<file path="src/rtl/fb_write_ctrl.sv">
// Double-buffered framebuffer write controller: stores raster-order pixel results and swaps buffers at frame end.
// Define FB_VSYNC_SWAP_EN to hold the buffer swap until a vsync pulse (tear-free); otherwise the swap is immediate.
module fb_write_ctrl #(
    parameter int W      = 600,
    parameter int H      = 400,
    parameter int ADDR_W = 19
) (
    input  logic              clk,
    input  logic              rst_n,
    input  logic              frame_start,
    input  logic              pix_valid,
    input  logic [7:0]        pix_iter,
    output logic              pix_ready,
    input  logic              vsync,
    output logic              wr_en,
    output logic [ADDR_W-1:0] wr_addr,
    output logic [7:0]        wr_data,
    output logic              wr_buf_sel,
    output logic              rd_buf_sel,
    output logic              busy,
    output logic              frame_done
);

    localparam int XW = (W > 1) ? $clog2(W) : 1;
    localparam int YW = (H > 1) ? $clog2(H) : 1;
    localparam logic [XW-1:0] X_LAST = XW'(W - 1);
    localparam logic [YW-1:0] Y_LAST = YW'(H - 1);

    typedef enum logic [1:0] {
        IDLE      = 2'd0,
        WRITE     = 2'd1,
        WAIT_SWAP = 2'd2
    } state_t;

    state_t            state;
    state_t            state_next;
    logic [XW-1:0]     x_cnt;
    logic [YW-1:0]     y_cnt;
    logic [ADDR_W-1:0] addr_cnt;
    logic              accept;
    logic              clear;
    logic              swap;
    logic              swap_cond;
    logic              swap_q;
    logic              at_last;

`ifdef FB_VSYNC_SWAP_EN
    assign swap_cond = vsync;
`else
    logic unused_vsync;
    assign unused_vsync = vsync;
    assign swap_cond    = 1'b1;
`endif

    assign at_last = (x_cnt == X_LAST) && (y_cnt == Y_LAST);

    always_ff @(posedge clk or negedge rst_n) begin
        if (!rst_n) begin
            state <= IDLE;
        end else begin
            state <= state_next;
        end
    end

    // An abort in WRITE still lets a same-cycle pixel be written; it just restarts the counters.
    always_comb begin
        state_next = state;
        accept     = 1'b0;
        clear      = 1'b0;
        swap       = 1'b0;
        pix_ready  = 1'b0;
        busy       = 1'b0;
        unique case (state)
            IDLE: begin
                if (frame_start) begin
                    state_next = WRITE;
                    clear      = 1'b1;
                end
            end
            WRITE: begin
                pix_ready = 1'b1;
                busy      = 1'b1;
                accept    = pix_valid;
                if (frame_start) begin
                    clear = 1'b1;
                end else if (pix_valid && at_last) begin
                    state_next = WAIT_SWAP;
                end
            end
            WAIT_SWAP: begin
                busy = 1'b1;
                if (swap_cond) begin
                    swap       = 1'b1;
                    state_next = IDLE;
                end
            end
            default: begin
                state_next = IDLE;
            end
        endcase
    end

    // The linear address runs alongside x/y; x/y only exist to spot the last pixel without a multiplier.
    always_ff @(posedge clk or negedge rst_n) begin
        if (!rst_n) begin
            x_cnt    <= '0;
            y_cnt    <= '0;
            addr_cnt <= '0;
        end else if (clear) begin
            x_cnt    <= '0;
            y_cnt    <= '0;
            addr_cnt <= '0;
        end else if (accept) begin
            if (at_last) begin
                x_cnt    <= '0;
                y_cnt    <= '0;
                addr_cnt <= '0;
            end else if (x_cnt == X_LAST) begin
                x_cnt    <= '0;
                y_cnt    <= y_cnt + 1'b1;
                addr_cnt <= addr_cnt + 1'b1;
            end else begin
                x_cnt    <= x_cnt + 1'b1;
                addr_cnt <= addr_cnt + 1'b1;
            end
        end
    end

    always_ff @(posedge clk or negedge rst_n) begin
        if (!rst_n) begin
            wr_en   <= 1'b0;
            wr_addr <= '0;
            wr_data <= '0;
        end else begin
            wr_en <= accept;
            if (accept) begin
                wr_addr <= addr_cnt;
                wr_data <= pix_iter;
            end
        end
    end

    // frame_done trails the buffer toggle by one cycle.
    always_ff @(posedge clk or negedge rst_n) begin
        if (!rst_n) begin
            rd_buf_sel <= 1'b0;
            swap_q     <= 1'b0;
            frame_done <= 1'b0;
        end else begin
            rd_buf_sel <= rd_buf_sel ^ swap;
            swap_q     <= swap;
            frame_done <= swap_q;
        end
    end

    assign wr_buf_sel = ~rd_buf_sel;

endmodule

</file>
<file path="config.mk">
export PLATFORM = sky130hd
export DESIGN_NAME = fb_write_ctrl
export DESIGN_NICKNAME = d
export VERILOG_FILES = /design/src/rtl/fb_write_ctrl.sv
export SDC_FILE = /design/constraint.sdc
export NUM_CORES = 1
export LEC_CHECK = 0
export ABC_CLOCK_PERIOD_IN_PS = 2550
export CORE_ASPECT_RATIO = 0.6
export CORE_MARGIN = 3
export CORE_UTILIZATION = 34
export CTS_CLUSTER_SIZE = 40
export DETAILED_ROUTE_END_ITERATION = 8
export HOLD_SLACK_MARGIN = 0.15
export PLACE_DENSITY_LB_ADDON = 0.2
export REMOVE_ABC_BUFFERS = 1
export SETUP_SLACK_MARGIN = 0.15
export SLEW_MARGIN = 20
export SYNTH_ARGS = -nofsm -noshare
export SYNTH_HDL_FRONTEND = slang
export SYNTH_SLANG_ARGS = --single-unit
</file>
<file path="constraint.sdc">
create_clock -name clk -period 2.55 [get_ports clk]
set_input_delay 0.51 -clock clk [delete_from_list [all_inputs] [get_ports clk]]
set_output_delay 0.51 -clock clk [all_outputs]
set_load 0.005 [all_outputs]
</file>
After elaboration in Yosys (flattened, before gate mapping)
Cells that the tools add are included.
- output and inout bits: 33
- register bits: 71
- bits of input ports: 13
- bitwise logic cells: 2
- add/subtract/negate cells: 3
- reduce and logical (&&, ||, !) cells: 9
- equal/unequal tests: 7
- multiplexer cells: 21
- operators with widths (kind ; count):
    19-bit 2-to-1 mux ; 3
    10-bit 2-to-1 mux ; 4
    9-bit 2-to-1 mux ; 4
    19-bit by 1-bit adder with 19-bit output (second input constant) ; 1
    10-bit by 1-bit adder with 10-bit output (second input constant) ; 1
    10-bit equality test (second input constant) ; 1
    9-bit by 1-bit adder with 9-bit output (second input constant) ; 1
    9-bit equality test (second input constant) ; 1
    1-bit 2-to-1 mux ; 6
    2-bit 2-to-1 mux ; 3
    2-bit != test (second input constant) ; 3
    2-bit case mux with 2 select lines ; 1
    2-bit OR reduction ; 2
    3-bit AND reduction ; 1
    3-bit nonzero test ; 1
    2-bit by 1-bit equality test with 1-bit output (second input constant) ; 1
    2-bit equality test (second input constant) ; 1
    1-bit logical AND ; 2
    2-bit zero test ; 1
    2-bit AND reduction ; 1
    2-bit nonzero test ; 1
    1-bit NOT ; 1
    1-bit bitwise XOR ; 1

Longest topological paths before layout
- depth in word-level cells: 6
- gate-level depth with buffers: 8
- depth with buffers taken out: 8

Least setup slack after synthesis
No wires, ideal clock.
- path kind: register -> register
- start point: register x_cnt[5]
- end point: register state[1]
- data arrival time: 1.939 ns
- buffers on the path: 1
- setup slack: 0.486 ns
- required time: 2.425 ns
- stages on the path, launching flop included: 7
- library setup time: 0.125 ns
- cells stage by stage: dfrtp_1 nand4bb_4 or4_1 buf_4 o41ai_4 o21ai_2 mux2_4
- longest elaborated chain between the ends: 5
- RTL lines (what ; RTL line ; RTL):
    from (decl) ; 37 ; logic [XW-1:0] x_cnt;
    from (signal assigned) ; 123 ; x_cnt <= x_cnt + 1'b1;
    10-bit equality test ; 55 ; assign at_last = (x_cnt == X_LAST) && (y_cnt == Y_LAST);
    1-bit logical AND ; 55 ;
    1-bit logical AND ; 86 ; end else if (pix_valid && at_last) begin
    2-bit != test (no line) ; - ;
    3-bit AND reduction (no line) ; - ;
    to (signal assigned) ; 61 ; state <= state_next;
    to (decl) ; 35 ; state_t state;
Every way passes these cells.
A chain may end at the register's enable or synchronous reset.

Worst setup path after layout
- start point: register state[1]
- end point: register addr_cnt[4]
- longest elaborated chain between the ends: 4
- elaborated cells between the ends (all ways): 7
- classes of those cells: 1 x eq/ne; 3 x mux; 3 x reduce/logical
- RTL lines (what ; RTL line ; RTL):
    2-bit by 1-bit equality test with 1-bit output / 2-bit zero test (equally long branches) ; 73 ; unique case (state)
    2-bit OR reduction (no line) ; - ;
    1-bit 2-to-1 mux ; - ;
    19-bit 2-to-1 mux / 2-bit nonzero test (equally long branches) ; - ;
    to (signal assigned) ; 121 ; addr_cnt <= addr_cnt + 1'b1;
    to (signal assigned) ; 124 ; addr_cnt <= addr_cnt + 1'b1;
    to (decl) ; 39 ; logic [ADDR_W-1:0] addr_cnt;
Several ways; a longest one is shown, not always the timed one.

==> run metrics <==
CTS tree=built; CTS Hold Bufs=0; Worst Setup End Kind=register; crit path kind=register to register; postcts setup bufs=0; Clock Latency Late Sink=roughly 0.33 ns; f_max=around 440 MHz; area share of the largest cell type after synthesis=52.8%; Slew Limit Headroom=about 57%; ranking of synthesized cells by area=dfrtp_1 (53%), nand2_1 (11%), xor2_1 (3.6%); RSZ-0062 raised after global routing=yes; EDFF count, synth=0; R2R depth=7; Netlist cell types=46; total track usage=~15%; Final Max Slew Viols=0; clk sinks=71; CTS root buf=clkbuf_16; synth warn=0; synthesis-to-finish area growth=29.7%; nets=between 400 and 500; outcome=finished, final reports clean; Syn Area/Cell=between 9 and 10 um^2; slew of the pin with the lowest slew margin=roughly 0.64 ns; CP startpoint kind=register; GPL Wtd Cong=~0.83; Top FF cell, synth=dfrtp_1; Post-CTS Resized=0; DRT antenna net count=0; Worst EP arrival=between 2 and 3 ns; number of diodes=0; CTS H-Tree Depth=3; Seq/Total Area, Yosys=between 50% and 60%; clk buf depth=2; placed instance count=about 540; FF+latch count, synth=71; layout cell share with drive strength beyond 1=approximately a tenth; routed via count=roughly 2700; Iter 0 DRT Violations=between 200 and 250; Max FO, Critical Path=11; dpl hpwl=5330 um; Req. time, crit path=~2.8 ns; Final min period=approximately 2.3 ns; Starting Density=between 30 and 40%; Non-Filler Instances=about 550; Setup-failing EPs final=0; reg-to-reg slack, setup=~0.25 ns; Die W=about 130 um; Worst Hold Class=input pin to asynchronous set/reset pin; final routed DRC violation total=0; Max-Cap Viols=0; leading area contributor after synthesis=dfrtp_1; Syn Std Cell Area=about 3400 um^2; Cell Rows=27; Clock Skew=between 0.002 and 0.0025 ns; initial antenna violation count=0; I/O Buffers=44; WL/cell=about 14 um; Fin. Hold Viols=0; fill count=913; leakage=a little over 2 nW; clock transition at the registers of the reported paths=0.06 ns; first-pass GRT wire length=~13000 um; vias in the first global route=approximately 2600; Overflow after GRT=0; largest net degree at the start of global routing=72; core region area=about 9400 um^2; die height=a little over 80 um; DRT Pass-1 Iters=4; Boundary Pins=46; Avg Vias per Cell=around 4.8; Pwr Total=between 0.002 and 0.003 W; Async SR Flop Fraction=100%; routed wire length=around 7600 um; fin crit share=approximately nine tenths; cts bufs inserted=9; Worst VDD drop=about 0.36 mV; final hold slack=approximately 0.19 ns; die area=between 10000 and 15000 um^2; pwr dens=roughly 610 nW/um^2; Post-Synthesis Cells=roughly 360
worst max-delay path: stages, from the launching register on:
cell and delay, ns:
dfrtp_1 0.37, inv_1 0.09, ha_1 0.29, o21ai_0 0.56, nand2_1 0.44, nand4_1 0.23, xor2_1 0.15, nor2_1 0.05
cell families after synthesis:
group	after synthesis	share of synthesized area [%]
muxes	2	0.743
and+or+nand+nor	187	25.6
AOI/OAI and AO/OA	50	10.6
adders and majority gates	7	2.60
buffers and inverters	26	3.01
DFF	71	52.8
xor gates and xnor gates	18	4.68
registers in the layout, indices dropped and copies added, names as in the netlist:
name / flops
y_cnt: 9
addr_cnt: 19
wr_en: 1
frame_done: 1
wr_addr: 19
swap_q: 1
rd_buf_sel: 1
state: 2
wr_data: 8
x_cnt: 10
cell type report:
| cell class | count | area, um^2 | area share (%) |
|---|---|---|---|
| inverters | 13 | 48.8 | 1.12 |
| repair buffers | 58 | 553 | 12.7 |
| clock buffers | 9 | 225 | 5.16 |
| clock inverters | 7 | 96.3 | 2.21 |
| well taps | 130 | 163 | 3.72 |
| multi-input cells | 264 | 1500 | 34.4 |
| flip-flops and latches | 71 | 1780 | 40.7 |
where the power goes:
part,switching [W],internal (W)
Clock,0.000487,0.000859
Sequential,0.0000176,0.00115
Combinational,0.0000974,0.0000738
worst paths after layout:
check,startpoint,end
min reg2reg,swap_q$_DFF_PN0_,frame_done$_DFF_PN0_
max in group asynchronous,rst_n,wr_data[2]$_DFFE_PN0P_
max,state[1]$_DFFE_PN0P_,addr_cnt[4]$_DFFE_PN0P_
max reg2reg,state[1]$_DFFE_PN0P_,addr_cnt[4]$_DFFE_PN0P_
min in group clk,swap_q$_DFF_PN0_,frame_done$_DFF_PN0_
min,rst_n,wr_addr[5]$_DFFE_PN0P_
metrics by stage:
stage | setup TNS [ns] | util (%) | cell area (um^2) | setup WS (ns)
final | 0 | 46.5 | 4370 | 0.253
after global routing | 0 | 46.5 | 4370 | 0.0817
after CTS | 0 | 46.3 | 4350 | 0.224
after detailed placement | 0 | 42.9 | 4030 | 0.112
after global placement | 0 | 42.9 | 4030 | 0.172
after floorplan | -4.96 | - | 3310 | -0.475
per-layer routing:
layer	wire length [um]	vias up	GRT usage, %
li1	-	1343	-
met2	3020	57	19.9
met3	419	10	4.48
met1	4130	1264	22.9
met4	76	0	3.60
met5	0	-	0
Yosys cell counts (all sizes together) (4+ instances only):
cell type	instances
nand3	19
ha	7
and3	6
nor3	6
nor2	24
xnor2	4
and2	4
dfrtp	71
a21o	4
inv	13
clkbuf	10
xor2	14
a21oi	7
o21ai	19
nand4	9
nand2	103
or3	4
cell usage in the layout, fill, tap and decap left out, types with 3 or more instances in the layout:
cell type / count
and2_1: 4
xnor2_1: 4
nor3_1: 6
nor2_1: 24
nand4_1: 9
and3_1: 6
a21oi_1: 6
clkdlybuf4s50_1: 43
a21o_1: 4
dfrtp_1: 71
xor2_1: 14
ha_1: 7
o21ai_0: 15
clkbuf_16: 9
nand3_1: 19
and4_1: 3
buf_4: 13
or3_1: 4
inv_1: 13
nand2_1: 103
No activity file was read; power rests on OpenSTA's default activity.
